<file path="config.mk">
export PLATFORM = sky130hd
export DESIGN_NAME = mc_control_fsm_flat
export DESIGN_NICKNAME = d
export VERILOG_FILES = /design/src/rtl/mc_control_fsm_if.sv /design/src/rtl/mc_control_fsm.sv /design/src/flat_wrapper.sv
export SDC_FILE = /design/constraint.sdc
export NUM_CORES = 1
export LEC_CHECK = 0
export BUFFER_PORTS_ARGS = -buffer_cell sky130_fd_sc_hd__buf_2
export CAP_MARGIN = 0
export CORE_UTILIZATION = 45
export DETAILED_ROUTE_END_ITERATION = 6
export HOLD_SLACK_MARGIN = 0.1
export PLACE_DENSITY = 0.74
export REMOVE_ABC_BUFFERS = 1
export SETUP_SLACK_MARGIN = 0.2
export SLEW_MARGIN = 10
export SYNTH_ARGS = -nofsm -noshare
export SYNTH_HDL_FRONTEND = slang
export SYNTH_SLANG_ARGS = --single-unit
</file>
<file path="constraint.sdc">
create_clock -name CLK -period 1.95 [get_ports CLK]
set_input_delay 0.0975 -clock CLK [delete_from_list [all_inputs] [get_ports CLK]]
set_output_delay 0.0975 -clock CLK [all_outputs]
set_load 0.1 [all_outputs]
</file>
<file path="src/rtl/mc_control_fsm_if.sv">
`default_nettype none
// ============================================================================
// Module      : mc_control_fsm_if
// Description : Instruction fields, ALU flag and datapath control bundle
//               shared by the multicycle control unit and the datapath.
// Revision    : 1.0 - initial release
// ============================================================================
interface mc_control_fsm_if;
    logic [5:0] Opcode;
    logic [5:0] Funct;
    logic       Zero;
    logic [2:0] ALUControl;
    logic       ALUSrcA;
    logic [1:0] ALUSrcB;
    logic [1:0] PCSrc;
    logic       IorD;
    logic       RegDst;
    logic       MemtoReg;
    logic       IRWrite;
    logic       MemWrite;
    logic       RegWrite;
    logic       PCEn;
    logic       IllegalOp;
    logic [3:0] State;

    modport master (
        input  Opcode, Funct, Zero,
        output ALUControl, ALUSrcA, ALUSrcB, PCSrc, IorD, RegDst, MemtoReg,
               IRWrite, MemWrite, RegWrite, PCEn, IllegalOp, State
    );

    modport slave (
        output Opcode, Funct, Zero,
        input  ALUControl, ALUSrcA, ALUSrcB, PCSrc, IorD, RegDst, MemtoReg,
               IRWrite, MemWrite, RegWrite, PCEn, IllegalOp, State
    );
endinterface
`default_nettype wire

</file>
<file path="src/rtl/mc_control_fsm.sv">
`default_nettype none
// ============================================================================
// Module      : mc_control_fsm
// Description : Multicycle MIPS control unit; sequences fetch/decode/execute/
//               memory/writeback and issues datapath selects and enables.
// Revision    : 1.0 - initial release
// ============================================================================
module mc_control_fsm (
    input  wire logic        CLK,
    input  wire logic        RST,
    mc_control_fsm_if.master bus
);

    typedef enum logic [3:0] {
        S_FETCH  = 4'd0,
        S_DECODE = 4'd1,
        S_MEMADR = 4'd2,
        S_MEMRD  = 4'd3,
        S_MEMWB  = 4'd4,
        S_MEMWR  = 4'd5,
        S_EXECR  = 4'd6,
        S_ALUWB  = 4'd7,
        S_BRANCH = 4'd8,
        S_ADDIEX = 4'd9,
        S_ADDIWB = 4'd10,
        S_JUMP   = 4'd11
    } state_t;

    typedef struct packed {
        logic [2:0] alu_control;
        logic       alu_src_a;
        logic [1:0] alu_src_b;
        logic [1:0] pc_src;
        logic       iord;
        logic       reg_dst;
        logic       mem_to_reg;
        logic       ir_write;
        logic       mem_write;
        logic       reg_write;
        logic       pc_write;
    } ctrl_t;

    localparam logic [5:0] c_OP_RTYPE = 6'b000000;
    localparam logic [5:0] c_OP_J     = 6'b000010;
    localparam logic [5:0] c_OP_BEQ   = 6'b000100;
    localparam logic [5:0] c_OP_BNE   = 6'b000101;
    localparam logic [5:0] c_OP_ADDI  = 6'b001000;
    localparam logic [5:0] c_OP_LW    = 6'b100011;
    localparam logic [5:0] c_OP_SW    = 6'b101011;

    localparam logic [2:0] c_ALU_AND = 3'b000;
    localparam logic [2:0] c_ALU_OR  = 3'b001;
    localparam logic [2:0] c_ALU_ADD = 3'b010;
    localparam logic [2:0] c_ALU_SUB = 3'b011;
    localparam logic [2:0] c_ALU_SLT = 3'b110;
    localparam logic [2:0] c_ALU_XOR = 3'b111;

    state_t state_q, state_d;
    ctrl_t  ctrl_q,  ctrl_d;
    logic   funct_bad_q, funct_bad_d;
    logic   w_funct_bad;
    logic   w_opcode_bad;
    logic   w_branch_taken;
    logic [2:0] w_funct_alu;

    // Moore control word for a given state; funct_alu only matters in EXECR.
    function automatic ctrl_t decode_ctrl(input state_t s, input logic [2:0] funct_alu);
        ctrl_t c;
        c = '0;
        case (s)
            S_FETCH: begin
                c.alu_src_b   = 2'b01;
                c.alu_control = c_ALU_ADD;
                c.ir_write    = 1'b1;
                c.pc_write    = 1'b1;
            end
            S_DECODE: begin
                c.alu_src_b   = 2'b11;
                c.alu_control = c_ALU_ADD;
            end
            S_MEMADR, S_ADDIEX: begin
                c.alu_src_a   = 1'b1;
                c.alu_src_b   = 2'b10;
                c.alu_control = c_ALU_ADD;
            end
            S_MEMRD: c.iord = 1'b1;
            S_MEMWB: begin
                c.mem_to_reg = 1'b1;
                c.reg_write  = 1'b1;
            end
            S_MEMWR: begin
                c.iord      = 1'b1;
                c.mem_write = 1'b1;
            end
            S_EXECR: begin
                c.alu_src_a   = 1'b1;
                c.alu_control = funct_alu;
            end
            S_ALUWB: begin
                c.reg_dst   = 1'b1;
                c.reg_write = 1'b1;
            end
            S_BRANCH: begin
                c.alu_src_a   = 1'b1;
                c.alu_control = c_ALU_SUB;
                c.pc_src      = 2'b01;
            end
            S_ADDIWB: c.reg_write = 1'b1;
            S_JUMP: begin
                c.pc_src   = 2'b10;
                c.pc_write = 1'b1;
            end
            default: c = '0;
        endcase
        return c;
    endfunction

    always_comb begin
        w_funct_bad = 1'b0;
        case (bus.Funct)
            6'b100000: w_funct_alu = c_ALU_ADD;
            6'b100010: w_funct_alu = c_ALU_SUB;
            6'b100100: w_funct_alu = c_ALU_AND;
            6'b100101: w_funct_alu = c_ALU_OR;
            6'b100110: w_funct_alu = c_ALU_XOR;
            6'b101010: w_funct_alu = c_ALU_SLT;
            default: begin
                w_funct_alu = c_ALU_ADD;
                w_funct_bad = 1'b1;
            end
        endcase
    end

    always_comb begin
        case (bus.Opcode)
            c_OP_LW, c_OP_SW, c_OP_RTYPE, c_OP_BEQ,
            c_OP_BNE, c_OP_ADDI, c_OP_J:            w_opcode_bad = 1'b0;
            default:                                w_opcode_bad = 1'b1;
        endcase
    end

    always_comb begin
        state_d = S_FETCH;
        case (state_q)
            S_FETCH: state_d = S_DECODE;
            S_DECODE: begin
                case (bus.Opcode)
                    c_OP_LW, c_OP_SW:   state_d = S_MEMADR;
                    c_OP_RTYPE:         state_d = S_EXECR;
                    c_OP_BEQ, c_OP_BNE: state_d = S_BRANCH;
                    c_OP_ADDI:          state_d = S_ADDIEX;
                    c_OP_J:             state_d = S_JUMP;
                    default:            state_d = S_FETCH;
                endcase
            end
            S_MEMADR: state_d = (bus.Opcode == c_OP_SW) ? S_MEMWR : S_MEMRD;
            S_MEMRD:  state_d = S_MEMWB;
            S_EXECR:  state_d = S_ALUWB;
            S_ADDIEX: state_d = S_ADDIWB;
            default:  state_d = S_FETCH;
        endcase

        ctrl_d      = decode_ctrl(state_d, w_funct_alu);
        funct_bad_d = (state_q == S_EXECR) ? w_funct_bad : funct_bad_q;
    end

    always_ff @(posedge CLK) begin
        if (RST) begin
            state_q     <= S_FETCH;
            ctrl_q      <= decode_ctrl(S_FETCH, c_ALU_ADD);
            funct_bad_q <= 1'b0;
        end else begin
            state_q     <= state_d;
            ctrl_q      <= ctrl_d;
            funct_bad_q <= funct_bad_d;
        end
    end

    // Zero only influences the PC through this term, and only in BRANCH.
    assign w_branch_taken = (state_q == S_BRANCH) &&
                            (((bus.Opcode == c_OP_BEQ) &&  bus.Zero) ||
                             ((bus.Opcode == c_OP_BNE) && !bus.Zero));

    assign bus.ALUControl = ctrl_q.alu_control;
    assign bus.ALUSrcA    = ctrl_q.alu_src_a;
    assign bus.ALUSrcB    = ctrl_q.alu_src_b;
    assign bus.PCSrc      = ctrl_q.pc_src;
    assign bus.IorD       = ctrl_q.iord;
    assign bus.RegDst     = ctrl_q.reg_dst;
    assign bus.MemtoReg   = ctrl_q.mem_to_reg;
    assign bus.IRWrite    = !RST && ctrl_q.ir_write;
    assign bus.MemWrite   = !RST && ctrl_q.mem_write;
    assign bus.RegWrite   = !RST && ctrl_q.reg_write &&
                            !((state_q == S_ALUWB) && funct_bad_q);
    assign bus.PCEn       = !RST && (ctrl_q.pc_write || w_branch_taken);
    assign bus.IllegalOp  = !RST && (((state_q == S_DECODE) && w_opcode_bad) ||
                                     ((state_q == S_EXECR)  && w_funct_bad));
    assign bus.State      = state_q;

endmodule
`default_nettype wire
</file>
<file path="src/flat_wrapper.sv">
// flat-port wrapper written by rule: the top's interface ports become plain ports
module mc_control_fsm_flat 
  (CLK, RST, bus_Opcode, bus_Funct, bus_Zero, bus_ALUControl, bus_ALUSrcA, bus_ALUSrcB, bus_PCSrc, bus_IorD, bus_RegDst, bus_MemtoReg, bus_IRWrite, bus_MemWrite, bus_RegWrite, bus_PCEn, bus_IllegalOp, bus_State);
  mc_control_fsm_if bus_i ();
  input  wire logic CLK;
  input  wire logic RST;
  input wire logic [$bits(bus_i.Opcode)-1:0] bus_Opcode;
  input wire logic [$bits(bus_i.Funct)-1:0] bus_Funct;
  input wire logic [$bits(bus_i.Zero)-1:0] bus_Zero;
  output wire logic [$bits(bus_i.ALUControl)-1:0] bus_ALUControl;
  output wire logic [$bits(bus_i.ALUSrcA)-1:0] bus_ALUSrcA;
  output wire logic [$bits(bus_i.ALUSrcB)-1:0] bus_ALUSrcB;
  output wire logic [$bits(bus_i.PCSrc)-1:0] bus_PCSrc;
  output wire logic [$bits(bus_i.IorD)-1:0] bus_IorD;
  output wire logic [$bits(bus_i.RegDst)-1:0] bus_RegDst;
  output wire logic [$bits(bus_i.MemtoReg)-1:0] bus_MemtoReg;
  output wire logic [$bits(bus_i.IRWrite)-1:0] bus_IRWrite;
  output wire logic [$bits(bus_i.MemWrite)-1:0] bus_MemWrite;
  output wire logic [$bits(bus_i.RegWrite)-1:0] bus_RegWrite;
  output wire logic [$bits(bus_i.PCEn)-1:0] bus_PCEn;
  output wire logic [$bits(bus_i.IllegalOp)-1:0] bus_IllegalOp;
  output wire logic [$bits(bus_i.State)-1:0] bus_State;
  assign bus_i.Opcode = bus_Opcode;
  assign bus_i.Funct = bus_Funct;
  assign bus_i.Zero = bus_Zero;
  assign bus_ALUControl = bus_i.ALUControl;
  assign bus_ALUSrcA = bus_i.ALUSrcA;
  assign bus_ALUSrcB = bus_i.ALUSrcB;
  assign bus_PCSrc = bus_i.PCSrc;
  assign bus_IorD = bus_i.IorD;
  assign bus_RegDst = bus_i.RegDst;
  assign bus_MemtoReg = bus_i.MemtoReg;
  assign bus_IRWrite = bus_i.IRWrite;
  assign bus_MemWrite = bus_i.MemWrite;
  assign bus_RegWrite = bus_i.RegWrite;
  assign bus_PCEn = bus_i.PCEn;
  assign bus_IllegalOp = bus_i.IllegalOp;
  assign bus_State = bus_i.State;
  mc_control_fsm u_core (.CLK(CLK), .RST(RST), .bus(bus_i));
endmodule
</file>
[After elaboration in Yosys (flattened, before gate mapping)]
Index checks and enable logic that the tools add are counted.
Word-level totals
  output and inout port bits: 20
  memory bits (read-only): 0
  memories: 0
  bits in latches: 0
  word-level logic and storage cells: 91
  RAM bits: 0
  bits in registers: 20
  input bits: 15
Operators by class
  shifts and indexed selects: 0
  reduce and logical (&&, ||, !) cells: 31
  bitwise gates (word level): 0
  equal/unequal tests: 30
  magnitude comparators: 0
  divide/modulo/power cells: 0
  multiplexer cells: 17
  $mul: 0
  $add $sub $neg: 0
Operator list (count)
  $eq A6 B6 Y1 const B: 8
  $eq A4 B3 Y1 const B: 6
  $eq A4 B4 Y1 const B: 6
  $pmux W4 S6: 1
  $pmux W4 S5: 1
  $eq A4 B2 Y1 const B: 4
  $pmux W3 S5: 1
  $eq A6 B3 Y1 const B: 2
  $logic_and A1 B1 Y1: 12
  $mux W1: 10
  $reduce_or A2 Y1: 5
  $pmux W3 S3: 1
  $eq A4 B1 Y1 const B: 2
  $logic_not A4 Y1: 2
  $reduce_or A4 Y1: 2
  $reduce_or A7 Y1: 1
  $eq A6 B2 Y1 const B: 1
  $eq A6 B4 Y1 const B: 1
  $logic_not A6 Y1: 1
  $pmux W2 S3: 1
  $reduce_or A6 Y1: 1
  $pmux W2 S2: 1
  $logic_not A1 Y1: 3
  $logic_or A1 B1 Y1: 3
  other kinds (2): 2

[Longest topological paths before layout]
Gate-level depths: netlist of the first run.
  depth in word-level cells: 7
  depth in mapped cells: 7

[Worst setup path after synthesis of the first run]
OpenSTA, ideal clock, no wires.
  kind: flip-flop to output port
  from: register u_core.state_q[0], in the netlist u_core.bus.State[0]
  to: output port bus_IllegalOp
  cell stages (with the launch flop): 4
  slack: -1.841 ns
  arrival: 3.693 ns
  path buffers: 0
  data required time: 1.852 ns
  cells stage by stage: dfxtp_1 > nor3b_1 > o21ai_0 > a211oi_1
On the way
  word-level cells in the longest chain between the ends: 4
Ends and longest elaborated chain
  start: declaration: RTL line mc_control_fsm.sv:58  | state_t state_q, state_d;
  start signal: assignment: RTL line mc_control_fsm.sv:173  | state_q <= state_d;
  $eq A4 B1 Y1 or $eq A4 B3 Y1 (tied branches): RTL line mc_control_fsm.sv:196, mc_control_fsm.sv:197
  $logic_and A1 B1 Y1 (on tied branches): RTL line mc_control_fsm.sv:196, mc_control_fsm.sv:197
  $logic_or A1 B1 Y1 (*): RTL line mc_control_fsm.sv:196  | assign bus.IllegalOp = !RST && (((state_q == S_DECODE) && w_opcode_bad) ||
  $logic_and A1 B1 Y1 (*): RTL line mc_control_fsm.sv:196
  end: declaration: RTL line flat_wrapper.sv:21  | output wire logic [$bits(bus_i.IllegalOp)-1:0] bus_IllegalOp;
Mark *: on every way between the ends. The rest lies on a longest branch, timed or not.

[Worst setup path after layout of the first run]
  from: register u_core.state_q[2], in the netlist u_core.bus.State[2]
  to: register u_core.ctrl_q[0] (netlist name)
On the way
  word-level cells in the longest chain between the ends: 5
Ends and longest elaborated chain
  $eq A4 B4 Y1, or another cell as far along: RTL line mc_control_fsm.sv:144  | case (state_q)
  $pmux W4 S6 (*): RTL line mc_control_fsm.sv:144
  $eq A4 B4 Y1 or $logic_not A4 Y1 (tied branches): RTL line mc_control_fsm.sv:70  | case (s)
  $reduce_or A2 Y1 (no line) (*)
  $mux W1 (*): RTL line mc_control_fsm.sv:70
  end signal: assignment: RTL line mc_control_fsm.sv:170  | ctrl_q <= decode_ctrl(S_FETCH, c_ALU_ADD);
  end signal: assignment: RTL line mc_control_fsm.sv:174  | ctrl_q <= ctrl_d;
  end: declaration: RTL line mc_control_fsm.sv:59  | ctrl_t ctrl_q, ctrl_d;
Marks and branches as above.
A chain may end at the register's enable or synchronous reset.

==> results of run 1 <==
[Yosys cell counts (3+ instances only)]
library cell | number | area, um^2
dfxtp_1 | 20 | 400
buf_4 | 10 | 75.1
nor2_1 | 8 | 30.0
nor2b_1 | 8 | 50.1
nor3_1 | 8 | 40.0
a21oi_1 | 7 | 35.0
nand2_1 | 5 | 18.8
nor4_1 | 5 | 31.3
a31oi_1 | 4 | 25.0
nor3b_1 | 4 | 30.0
buf_6 | 3 | 33.8
inv_1 | 3 | 11.3
nand3_1 | 3 | 15.0
[final cells by class]
type	count	area [um^2]	area share, %
Multi-Input combinational cell	94	707	47.4
Inverter	3	11.3	0.754
Timing Repair Buffer	45	275	18.4
Clock inverter	1	30.0	2.01
Clock buffer	3	22.5	1.51
Tap cell	30	37.5	2.51
Sequential cell	20	409	27.4
[registers in the layout, indices dropped and copies added, names as in the netlist]
register,flops
u_core.funct_bad_q,1
u_core.bus.MemtoReg,1
u_core.bus.RegDst,1
u_core.bus.ALUSrcB,2
u_core.bus.ALUControl,3
u_core.bus.PCSrc,2
u_core.bus.IorD,1
u_core.bus.State,4
u_core.ctrl_q,4
u_core.bus.ALUSrcA,1
[critical path: stages (launching register included)]
cell	delay, ns
dfxtp_2	0.39
nor3b_4	0.27
buf_4	0.15
o211ai_1	0.13
o311a_4	0.20
and4_4	0.18
a311o_1	0.31
[cells by family after synthesis]
logic type / Yosys count / share of synthesized area [%]
AO/OA/AOI/OAI: 30 / 19.8
XOR/XNOR: 4 / 2.90
buffers and inverters: 21 / 13.2
flip-flops: 20 / 33.1
multiplexers: 2 / 1.65
AND/OR/NAND/NOR: 58 / 29.4
[repair_timing]
action | 4_1_cts | 5_1_grt
buffers inserted | 0 | 4
setup endpoints to repair | 6 | 6
hold buffers | 1 | 0
cloned | 0 | 0
resized for setup | 11 | 7
hold endpoints to repair | 1 | 0
pin swaps | 0 | 2
[per-stage QoR]
step                      std cells  setup slack, ns
after CTS                       192            0.206
after detailed placement        187           0.0516
after global routing            196            0.177
after floorplan                 117            -1.98
final                           196            0.225
after global placement          187            0.108
[report_power, final]
group	internal, mW	switching, mW	total (mW)
clock	0.208	0.129	0.337
combinational	0.0852	0.177	0.263
sequential	0.419	0.00635	0.425
[cells in the final DEF, fill, tap and decap left out, types with 2 or more instances in the layout]
master    netlist  final
buf_2           0     31
clkbuf_4        0      4
nor3_1          8      8
xor2_1          2      2
o21ai_1         1      2
nand2_1         5      4
inv_1           3      3
nor4_1          5      5
buf_4          10     11
nand3_1         3      3
o31ai_1         2      2
mux2i_1         2      2
dfxtp_1        20     17
xnor2_1         2      2
or3_1           2      2
a21oi_1         7      7
nor3b_1         4      3
and4b_1         2      2
nor2_1          8      7
dfxtp_4         0      2
nand2b_1        2      2
a31oi_1         4      4
nor2b_1         8      8
[layer usage]
layer  up-vias  global-route usage (%)
met1       515                    25.3
met3         2                    5.08
met5         -                       0
met4         0                    3.95
li1        554                       -
met2        48                    36.4
[final timing paths]
path / start / end / slack, ns
max: u_core.bus.State[2] / u_core.ctrl_q[0] / 0.22
min: bus_Funct[0] / u_core.bus.ALUControl[2] / 0.12
max reg2reg: u_core.bus.State[2] / u_core.ctrl_q[0] / 0.22
min reg2reg: u_core.funct_bad_q / u_core.funct_bad_q / 0.52
==> flow_summary.toml, run 1 <==
[detailed_routing]
wl_met2_um = 1370
maxUsedRoutingLayer = "met4"
ant_nets = 0
wire_per_inst_um = 13.8
vias_per_cell = 5.71
vias = 1119
wl_met1_um = 1120
drc = 0
wl_um = 2710
dr.pass1.iters = 4
drtIter0Drc = 44
wl_met3_um = 215

[cts]
clock-sinks = 20
cts_root_buffer = "clkbuf_4"
htree_levels = 1
clk_latency_ns = 0.31
cts_tree = "done"
cts_inserted_buffers = 3
clk_path_buf_depth = 2
clkTransAtPathRegs_ns = 0.12

[final_layout]
stdcell_area_um2 = 1490
syn2layout_area_growth_pct = 23.4
drive_gt1_share_pct = 42.2
nets = 182
antennaDiodeCount = 0
n_fill_cell = 229
utilization_pct = 59.7

[critical_path]
critPathKind = "reg2reg"
worstPathArrival_ns = 1.93
reg2regPathDepth = 6
end_kind = "register"
cp-start-kind = "register"
path_max_fanout = 9
crit_required_ns = 2.16

[timing]
finalHoldViolCount = 0
slew_headroom_pct = 68.2
finalCritPeriodShare_pct = 88.5
timing_worst_slew_pin_value_ns = 0.473
tns_ns = 0
min_period_ns = 1.73
fmax_ghz = 0.580
skew_ns = 0.00900
whs_ns = 0.116
setup-violations-final = 0
rsz0062_at_grt = "yes"
maxSlewViolCount = 0

[synth]
syn_inst = 135
synth_flop_cell = "dfxtp_1"
postSynth.asyncResetShare_pct = 0
synth_seq_cells = 20
syn_area_um2 = 1210
synth-seq-area-share_pct = 33.1
synth-edff-count = 0
yosysWarnings = 0
synth_cell_type_count = 50
avgSynthCellArea_um2 = 8.96

[die]
die_h_um = 53.9
dieArea_um2 = 2900
row_count = 18
io_pins = 35
start_util_pct = 48.4
coreArea_um2 = 2500
die_x_um = 53.9

[hold_path]
hold_class = "in2reg"
min_path_cells = 4

[global_routing]
grtUsageTotal_pct = 20.7
grt_pass1_wl_um = 4330
grt_pass1_vias = 989
grt_max_degree = 25
grt.overflow.total = 0
antenna_found_initial = 0

[power]
vdd_ir_drop_max_mv = 0.692
power.density_nw_per_um2 = 686
leakage_nw = 0.620
total_power_mw = 1.02

[place]
dp_hpwl_um = 2010
portBuffers = 34
dpl-instance-area_um2 = 1330
gp_congestion = 0.929

[outcome]
status = "complete, no violations"

[flow_run]
drv_cap = 0
(Power assumes the default switching activity.)
==> run 2: changes to the inputs <==
--- a/config.mk
+++ b/config.mk
@@ -10,7 +10,7 @@
 export CORE_UTILIZATION = 45
 export DETAILED_ROUTE_END_ITERATION = 6
 export HOLD_SLACK_MARGIN = 0.1
-export PLACE_DENSITY = 0.74
+export PLACE_DENSITY = 0.71
 export REMOVE_ABC_BUFFERS = 1
 export SETUP_SLACK_MARGIN = 0.2
 export SLEW_MARGIN = 10
==> constraint.sdc (replaced) <==
create_clock -name CLK -period 1.72 [get_ports CLK]
set_input_delay 0.086 -clock CLK [delete_from_list [all_inputs] [get_ports CLK]]
set_output_delay 0.086 -clock CLK [all_outputs]
set_load 0.1 [all_outputs]
==> flow_summary.toml, run 2 (same netlist as run 1, synthesis figures left out) <==
[outcome]
status = "complete, no violations"

[cts]
clkTransAtPathRegs_ns = 0.13
cts_root_buffer = "clkbuf_4"
htree_levels = 1
cts_tree = "done"
clk_latency_ns = 0.32
clock-sinks = 20
cts_inserted_buffers = 3
clk_path_buf_depth = 2

[flow_run]
drv_cap = 0

[power]
switching_power_uw = 397
combinationalPowerShare_pct = 30.1
power_frac_clock_pct = 31.4
vdd_ir_drop_max_mv = 0.687
intPower_uw = 854
pwr-share-seq_pct = 38.5
total_power_mw = 1.25
power.density_nw_per_um2 = 683
leakage_nw = 0.776
sw_frac_of_total_pct = 31.7

[final_layout]
multi_input_area_um2 = 787
layout_common_cells = "buf_2 (31), buf_4 (25), dfxtp_1 (17)"
register_area_um2 = 412
antennaDiodeCount = 0
layout_commonest_cell = "buf_2"
drive_gt1_share_pct = 54.2
stdcell_area_um2 = 1830
nets = 206
n_fill_cell = 163
syn2layout_area_growth_pct = 51.4

[die]
dieArea_um2 = 2900
row_count = 18
die_x_um = 53.9
start_util_pct = 48.4
die_h_um = 53.9
coreArea_um2 = 2500
io_pins = 35

[timing]
tns_ns = 0
fmax_ghz = 0.598
maxSlewViolCount = 0
skew_ns = 0.0177
rsz0062_at_grt = "yes"
min_period_ns = 1.67
slew_headroom_pct = 63.6
finalCritPeriodShare_pct = 97.3
finalHoldViolCount = 0
setup-violations-final = 0
timing_worst_slew_pin_value_ns = 0.541

[place]
portBuffers = 34
dp_hpwl_um = 2190
gp_congestion = 0.840
dpl-instance-area_um2 = 1510

[global_routing]
grt.overflow.total = 0
grt_max_degree = 25
antenna_found_initial = 0
grt_pass1_wl_um = 5470
grt_pass1_vias = 1201
grtUsageTotal_pct = 26.5

[critical_path]
rrSetupSlack_ns = 0.05
path_max_fanout = 7
crit_start = "u_core.bus.State[1]"
crit_required_ns = 1.95
reg2reg_from = "u_core.bus.State[1]"
worstPathArrival_ns = 1.90
crit_path_end = "u_core.ctrl_q[0]"
cp-start-kind = "register"
reg2regPathDepth = 5
critPathKind = "reg2reg"
r2r_end = "u_core.ctrl_q[0]"
end_kind = "register"

[detailed_routing]
drtIter0Drc = 81
drc = 0
ant_nets = 0
wl_um = 3770
dr.pass1.iters = 4
vias = 1307
vias_per_cell = 5.94
wire_per_inst_um = 17.2

[hold_path]
hold_class = "in2reg"
-- run 2: timing repair --
action,CTS,global route
pin swaps,9,7
buffers inserted,2,3
hold buffers,3,0
setup endpoints to repair,19,17
hold endpoints to repair,2,0
resized for setup,27,14
gates cloned,1,0
-- run 2: area by class of cell --
class,count,area share [%]
flip-flops and latches,20,22.5
well taps,30,2.05
clock inverters,1,1.64
inverters,3,0.615
clock buffers,3,1.23
repair buffers,69,29.0
multi-input cells,94,43.0
-- run 2: worst max-delay path: stages, from the launching register on --
cell and delay (ns):
dfxtp_4 0.41, nor2_4 0.16, nand2_4 0.08, o41a_4 0.44, and4_4 0.19, a311o_1 0.30
-- run 2: power groups by stage --
stage	combinational, mW	clock [mW]	sequential (mW)
global route	0.391	0.413	0.483
floorplan	0.126	0	0.558
CTS	0.350	0.393	0.481
global placement	0.301	0	0.492
detailed placement	0.308	0	0.492
finish	0.377	0.393	0.481
-- run 2: routing by layer --
metal | wire [um] | share of wire [%] | track usage [%] | vias to the layer above
met5 | 0 | 0 | 0 | -
met4 | 83 | 2.2 | 6.58 | 0
met3 | 225 | 6.0 | 6.50 | 15
met2 | 1940 | 51 | 47.5 | 64
met1 | 1530 | 40 | 31.2 | 625
li1 | - | - | - | 603
-- run 2: worst min-delay path by stage --
stage                     cells after the start         start  slack [ns]                       end
after floorplan                               1           RST        0.16  u_core.bus.ALUControl[0]
after global placement                        4  bus_Funct[4]        0.37  u_core.bus.ALUControl[2]
after detailed placement                      4  bus_Funct[4]        0.38  u_core.bus.ALUControl[2]
after CTS                                     4  bus_Funct[3]        0.11  u_core.bus.ALUControl[0]
after global routing                          4  bus_Funct[3]        0.14  u_core.bus.ALUControl[0]
final                                         4  bus_Funct[3]        0.11  u_core.bus.ALUControl[0]
-- run 2: stage by stage --
stage | setup WS, ns | hold slack (ns) | std cells | util, %
final | 0.0471 | 0.113 | 220 | 73.3
after floorplan | -2.20 | 0.155 | 117 | -
after global routing | 0.00238 | 0.135 | 220 | 73.3
after CTS | 0.0479 | 0.110 | 217 | 69.9
after detailed placement | -0.0999 | 0.379 | 207 | 60.4
after global placement | -0.0481 | 0.370 | 207 | 60.4
